$ cat src/rtl/wifi_pkg.sv
// Shared definitions for the WiFi sender scheduler:
// FSM encodings, error codes and default timeouts.
package wifi_pkg;

  localparam logic [2:0] S_IDLE  = 3'd0;
  localparam logic [2:0] S_START = 3'd1;
  localparam logic [2:0] S_RISE  = 3'd2;
  localparam logic [2:0] S_FALL  = 3'd3;
  localparam logic [2:0] S_ACK   = 3'd4;

  localparam logic [1:0] E_NONE  = 2'b00;
  localparam logic [1:0] E_START = 2'b01;
  localparam logic [1:0] E_DONE  = 2'b10;

  localparam int START_WAIT_DEF = 16;
  localparam int DONE_WAIT_DEF  = 1048575;
  localparam int CNT_W_DEF      = 20;

endpackage

$ cat src/rtl/wifi_tx_sched_if.sv
// Requester, sender and status signals of the scheduler.
// slave = scheduler view, master = environment view.
interface wifi_tx_sched_if;

  logic       req0;
  logic [7:0] cmd0;
  logic [7:0] dat0;
  logic       ack0;
  logic       req1;
  logic [7:0] cmd1;
  logic [7:0] dat1;
  logic       ack1;
  logic [7:0] tx_comando;
  logic [7:0] tx_dato;
  logic       tx_start;
  logic       tx_bussy;
  logic       sched_busy;
  logic       gnt;
  logic       err;
  logic [1:0] err_code;
  logic       err_clr;

  modport slave (
    input  req0, cmd0, dat0,
    input  req1, cmd1, dat1,
    input  tx_bussy, err_clr,
    output ack0, ack1,
    output tx_comando, tx_dato, tx_start,
    output sched_busy, gnt, err, err_code
  );

  modport master (
    output req0, cmd0, dat0,
    output req1, cmd1, dat1,
    output tx_bussy, err_clr,
    input  ack0, ack1,
    input  tx_comando, tx_dato, tx_start,
    input  sched_busy, gnt, err, err_code
  );

endinterface

$ cat src/rtl/wifi_rr_arb2.sv
// Two-way combinational round-robin pick.
// On a tie the requester that was not served last wins.
module wifi_rr_arb2 (
  input  logic req0,
  input  logic req1,
  input  logic last,
  output logic valid,
  output logic pick
);

  assign valid = req0 | req1;

  always_comb begin
    pick = 1'b0;
    unique case (1'b1)
      (req0 && req1):  pick = ~last;
      (req1 && !req0): pick = 1'b1;
      default:         pick = 1'b0;
    endcase
  end

endmodule

$ cat src/rtl/wifi_tx_sched.sv
// Shares one WiFi UART sender between two requesters:
// round-robin grant, start pulse, busy tracking, ack.
module wifi_tx_sched
  import wifi_pkg::*;
#(
  parameter int START_WAIT = START_WAIT_DEF,
  parameter int DONE_WAIT  = DONE_WAIT_DEF,
  parameter int CNT_W      = CNT_W_DEF
) (
  input logic            clk,
  input logic            rst,
  wifi_tx_sched_if.slave bus
);

  localparam logic [CNT_W-1:0] START_LIM =
    CNT_W'(START_WAIT - 1);
  localparam logic [CNT_W-1:0] DONE_LIM =
    CNT_W'(DONE_WAIT - 1);

  logic [2:0]       state;
  logic             last;
  logic [CNT_W-1:0] cnt;
  logic             valid;
  logic             pick;

  wifi_rr_arb2 u_arb (
    .req0  (bus.req0),
    .req1  (bus.req1),
    .last  (last),
    .valid (valid),
    .pick  (pick)
  );

  always_ff @(posedge clk or negedge rst) begin
    if (!rst) begin
      state          <= S_IDLE;
      last           <= 1'b1;
      cnt            <= '0;
      bus.tx_comando <= '0;
      bus.tx_dato    <= '0;
      bus.tx_start   <= 1'b0;
      bus.ack0       <= 1'b0;
      bus.ack1       <= 1'b0;
      bus.sched_busy <= 1'b0;
      bus.gnt        <= 1'b0;
      bus.err        <= 1'b0;
      bus.err_code   <= E_NONE;
    end else begin
      bus.tx_start <= 1'b0;
      bus.ack0     <= 1'b0;
      bus.ack1     <= 1'b0;
      // a timeout below overrides a same-cycle clear
      if (bus.err_clr) begin
        bus.err      <= 1'b0;
        bus.err_code <= E_NONE;
      end
      unique case (state)
        S_IDLE: begin
          if (valid) begin
            state          <= S_START;
            bus.tx_start   <= 1'b1;
            bus.sched_busy <= 1'b1;
            bus.gnt        <= pick;
            bus.tx_comando <= pick ? bus.cmd1 : bus.cmd0;
            bus.tx_dato    <= pick ? bus.dat1 : bus.dat0;
          end
        end
        S_START: begin
          cnt   <= '0;
          state <= S_RISE;
        end
        S_RISE: begin
          if (bus.tx_bussy) begin
            cnt   <= '0;
            state <= S_FALL;
          end else if (cnt == START_LIM) begin
            bus.err      <= 1'b1;
            bus.err_code <= E_START;
            bus.ack0     <= ~bus.gnt;
            bus.ack1     <= bus.gnt;
            state        <= S_ACK;
          end else begin
            cnt <= cnt + 1'b1;
          end
        end
        S_FALL: begin
          if (!bus.tx_bussy) begin
            bus.ack0 <= ~bus.gnt;
            bus.ack1 <= bus.gnt;
            state    <= S_ACK;
          end else if (cnt == DONE_LIM) begin
            bus.err      <= 1'b1;
            bus.err_code <= E_DONE;
            bus.ack0     <= ~bus.gnt;
            bus.ack1     <= bus.gnt;
            state        <= S_ACK;
          end else begin
            cnt <= cnt + 1'b1;
          end
        end
        S_ACK: begin
          last           <= bus.gnt;
          bus.sched_busy <= 1'b0;
          state          <= S_IDLE;
        end
        default: begin
          state          <= S_IDLE;
          bus.sched_busy <= 1'b0;
        end
      endcase
    end
  end

endmodule

$ cat src/flat_wrapper.sv
// flat-port wrapper written by rule: the top's interface ports become plain ports
module wifi_tx_sched_flat import wifi_pkg::*;
#(
  parameter int START_WAIT = START_WAIT_DEF,
  parameter int DONE_WAIT  = DONE_WAIT_DEF,
  parameter int CNT_W      = CNT_W_DEF
)
  (clk, rst, bus_req0, bus_cmd0, bus_dat0, bus_req1, bus_cmd1, bus_dat1, bus_tx_bussy, bus_err_clr, bus_ack0, bus_ack1, bus_tx_comando, bus_tx_dato, bus_tx_start, bus_sched_busy, bus_gnt, bus_err, bus_err_code);
  wifi_tx_sched_if bus_i ();
  input logic clk;
  input logic rst;
  input wire logic [$bits(bus_i.req0)-1:0] bus_req0;
  input wire logic [$bits(bus_i.cmd0)-1:0] bus_cmd0;
  input wire logic [$bits(bus_i.dat0)-1:0] bus_dat0;
  input wire logic [$bits(bus_i.req1)-1:0] bus_req1;
  input wire logic [$bits(bus_i.cmd1)-1:0] bus_cmd1;
  input wire logic [$bits(bus_i.dat1)-1:0] bus_dat1;
  input wire logic [$bits(bus_i.tx_bussy)-1:0] bus_tx_bussy;
  input wire logic [$bits(bus_i.err_clr)-1:0] bus_err_clr;
  output wire logic [$bits(bus_i.ack0)-1:0] bus_ack0;
  output wire logic [$bits(bus_i.ack1)-1:0] bus_ack1;
  output wire logic [$bits(bus_i.tx_comando)-1:0] bus_tx_comando;
  output wire logic [$bits(bus_i.tx_dato)-1:0] bus_tx_dato;
  output wire logic [$bits(bus_i.tx_start)-1:0] bus_tx_start;
  output wire logic [$bits(bus_i.sched_busy)-1:0] bus_sched_busy;
  output wire logic [$bits(bus_i.gnt)-1:0] bus_gnt;
  output wire logic [$bits(bus_i.err)-1:0] bus_err;
  output wire logic [$bits(bus_i.err_code)-1:0] bus_err_code;
  assign bus_i.req0 = bus_req0;
  assign bus_i.cmd0 = bus_cmd0;
  assign bus_i.dat0 = bus_dat0;
  assign bus_i.req1 = bus_req1;
  assign bus_i.cmd1 = bus_cmd1;
  assign bus_i.dat1 = bus_dat1;
  assign bus_i.tx_bussy = bus_tx_bussy;
  assign bus_i.err_clr = bus_err_clr;
  assign bus_ack0 = bus_i.ack0;
  assign bus_ack1 = bus_i.ack1;
  assign bus_tx_comando = bus_i.tx_comando;
  assign bus_tx_dato = bus_i.tx_dato;
  assign bus_tx_start = bus_i.tx_start;
  assign bus_sched_busy = bus_i.sched_busy;
  assign bus_gnt = bus_i.gnt;
  assign bus_err = bus_i.err;
  assign bus_err_code = bus_i.err_code;
  wifi_tx_sched #(.START_WAIT(START_WAIT), .DONE_WAIT(DONE_WAIT), .CNT_W(CNT_W)) u_core (.clk(clk), .rst(rst), .bus(bus_i));
endmodule
$ cat config.mk
export PLATFORM = sky130hd
export DESIGN_NAME = wifi_tx_sched_flat
export DESIGN_NICKNAME = d
export VERILOG_FILES = /design/src/rtl/wifi_pkg.sv /design/src/rtl/wifi_tx_sched_if.sv /design/src/rtl/wifi_rr_arb2.sv /design/src/rtl/wifi_tx_sched.sv /design/src/flat_wrapper.sv
export SDC_FILE = /design/constraint.sdc
export NUM_CORES = 1
export LEC_CHECK = 0
export ABC_CLOCK_PERIOD_IN_PS = 3800
export BUFFER_PORTS_ARGS = -buffer_cell sky130_fd_sc_hd__buf_2
export CAP_MARGIN = 20
export CORE_UTILIZATION = 55
export DETAILED_ROUTE_END_ITERATION = 12
export GPL_TIMING_DRIVEN = 0
export PLACE_DENSITY = 0.78
export SYNTH_ARGS = -nofsm -noshare
export SYNTH_HDL_FRONTEND = slang
export SYNTH_SLANG_ARGS = --single-unit
export TNS_END_PERCENT = 100
$ cat constraint.sdc
create_clock -name clk -period 3.8 [get_ports clk]
set_clock_uncertainty 0.05 [all_clocks]
set_input_delay 0.76 -clock clk [delete_from_list [all_inputs] [get_ports clk]]
set_output_delay 0.76 -clock clk [all_outputs]
set_load 0.03 [all_outputs]
==> flow_summary.toml <==
[global_route]
grt_overflow = 0
grt_max_degree = 49
grt_pass1_wl_um = 10600
grt_util_all_layers_pct = 26.8
grt_pass1_vias = 2282
antenna_found_initial = 0

[detailed_routing]
via_count = 2451
postRouteWirelength_um = 6620
avgRoutedWirePerCell_um = 16.2
antenna_left = 0
drt_iter0_markers = 192
first_pass_iters = 4
viasPerCell = 5.99
drc = 0

[timing]
timing.fmax_mhz = 394
worst_slew_pin_slew_ps = 895
rsz0062_at_grt = "no"
tns_ps = 0
hold_ws_ps = 306
relSlewSlack_pct = 40.3
setup_viol = 0
min_period_ps = 2540
hold_viol = 0
final_max_slew_viol_count = 0
post-route-period-util_pct = 66.8

[clock_tree]
clk_pin_slew_worst_paths_ps = 90
worstSkewPairLatency_ps = 300
clock-sinks = 48
cts_resized = 0
numCtsBuffers = 5
cts_setup_buffers = 0
cts_hold_buf = 0
clockRootBuffer = "clkbuf_8"
cts.path.max_buffers = 2
cts_tree = "built"
htreeDepth = 2

[power]
p_leak_nw = 1.41
comb_power_share_pct = 49.9
pwr-share-clk_pct = 15.7
p_per_area_mw_per_mm2 = 657
p_seq_share_pct = 34.3
internal_power_mw = 1.10
p_switching_mw = 0.978
total_power_mw = 2.07
swShare_pct = 47.2
irDropWorstVdd_v = 0.000411

[outcome]
status = "finished clean"

[synth]
postSynthCellCount = 286
synth_most_common_cell = "dfrtp_1"
synth-edff-count = 0
synthTopCellsByArea = "dfrtp_1 44%, mux2i_1 9.8%, a21oi_1 5.6%, nand2_1 4.9%, a2111o_1 3.4%"
seq_area_frac_synth_pct = 45.1
async_reset_ff_share_pct = 100
synth_area_mm2 = 0.00266
synth_cell_types = 42
yosysTopAreaCellShare_pct = 44.2
yosys_warnings = 0
yosysTopAreaCell = "dfrtp_1"
synth_nets = 326
synth.avg_cell_area_um2 = 9.31
synthTopCellsByCount = "47 x dfrtp_1, 35 x nand2_1, 30 x a21oi_1"
ys.flop_type = "dfrtp_1"
ys_seq_elements = 48

[cells_and_area]
syn2layout_area_growth_pct = 18.5
layout.nets = 396
layout-drive-gt1-share_pct = 23.8
antenna_cells = 0

[flow_run]
maxCapViolCount = 0

[floorplanning]
num_rows = 24
start_util_pct = 59.1
die_w_um = 71.6
io_pins = 62
die_height_um = 71.6
core_area_mm2 = 0.00450
dieArea_mm2 = 0.00513

[worst_setup_path]
r2r_end = "u_core.cnt[13]"
cp_max_fo = 10
r2r_start = "u_core.cnt[7]"
cp-start-kind = "flip-flop"
startpoint = "u_core.cnt[7]"
endpoint_kind = "flip-flop"
crit_type = "flip-flop to flip-flop"
r2r_slack_ps = 1260
required_ps = 3950
crit_arrival_ps = 2690
reg2reg_depth = 6

[place]
io_buffers = 61
place_congestion = 0.934
hpwl_um = 4770

[worst_hold_path]
hp-class = "input pin to async pin"
## layout make-up
cell class	count	area, um2
fillers	350	1350
multi-input cells	212	1340
flip-flops and latches	48	1200
repair buffers	63	330
clock buffers	6	82.6
plain buffers	16	80.1
well taps	52	65.1
inverters	10	37.5
clock inverters	2	13.8
## worst max-delay path, stage by stage (launching register included)
cell and delay [ps]:
dfrtp_1 450, nor4_1 530, nand3_1 130, o31ai_1 590, buf_2 370, a21oi_1 100, o21ai_0 220
## power groups by stage
stage	clock network (mW)	logic, mW	registers (mW)
floorplan	0	0.518	0.919
global placement	0	1.00	0.715
detailed placement	0	1.03	0.721
CTS	0.332	1.03	0.710
global route	0.351	1.12	0.724
finish	0.326	1.04	0.712
## through the flow
| stage | cell area (um2) | utilization (%) | instances | worst slack (ps) |
|---|---|---|---|---|
| 4_1_cts | 3140 | 69.6 | 408 | 1340 |
| 3_3_place_gp | 3030 | 67.4 | 399 | 1210 |
| 6_report | 3160 | 70.1 | 409 | 1260 |
| 5_1_grt | 3160 | 70.1 | 409 | 1090 |
| 2_1_floorplan | 2660 | - | 286 | 1570 |
| 3_5_place_dp | 3040 | 67.5 | 400 | 1160 |
## logic make-up after synthesis
kind of cell | synth area share [%]
buffers and inverters | 4.42
muxes | 9.77
AOI/OAI and AO/OA | 17.9
and+or+nand+nor | 21.8
DFF | 45.1
adders and majority gates | 0.939
## how the worst max path moves through the flow
stage | endpoint | cells after the start
3_5_place_dp | u_core.bus.tx_comando[7] | 6
5_1_grt | u_core.cnt[13] | 6
3_3_place_gp | u_core.bus.tx_comando[2] | 6
4_1_cts | u_core.cnt[13] | 6
2_1_floorplan | u_core.bus.tx_comando[0] | 5
6_report | u_core.cnt[13] | 6
## sequential cells by signal, summed over array words and instances, names as in the netlist
name,count
u_core.bus.ack0,1
u_core.bus.ack1,1
u_core.bus.err,1
u_core.bus.err_code,2
u_core.bus.gnt,1
u_core.bus.sched_busy,1
u_core.bus.tx_comando,8
u_core.bus.tx_dato,8
u_core.bus.tx_start,1
u_core.cnt,20
u_core.last,1
u_core.state,3
## cells in the final DEF (no fill, tap or decap), types with 2 or more instances in the layout
cell type / netlist / layout
a2111o_1: 8 / 8
a2111oi_0: 3 / 3
a2111oi_2: 2 / 2
a21o_1: 3 / 3
a21oi_1: 30 / 30
a22oi_1: 2 / 2
and3_1: 4 / 4
buf_2: 4 / 66
buf_6: 2 / 2
clkbuf_1: 9 / 9
clkbuf_8: 0 / 6
dfrtp_1: 47 / 47
ha_1: 2 / 2
inv_1: 10 / 10
mux2i_1: 26 / 26
nand2_1: 35 / 35
nand2b_1: 9 / 9
nand3_1: 12 / 12
nand3b_1: 2 / 2
nand4_1: 11 / 11
nor2_1: 24 / 24
nor3_1: 7 / 7
nor4_1: 5 / 5
o21ai_0: 9 / 9
o21ai_1: 2 / 2
## routing by layer
layer	share of wire, %	routed length [um]	global-route usage, %	up-vias
li1	-	-	-	1184
met4	0.57	38	6.97	0
met5	0	0	0	-
met3	6.9	457	5.77	6
met1	44	2930	37.4	1165
met2	48	3190	43.0	96
Power figures use the tool's default switching activity.
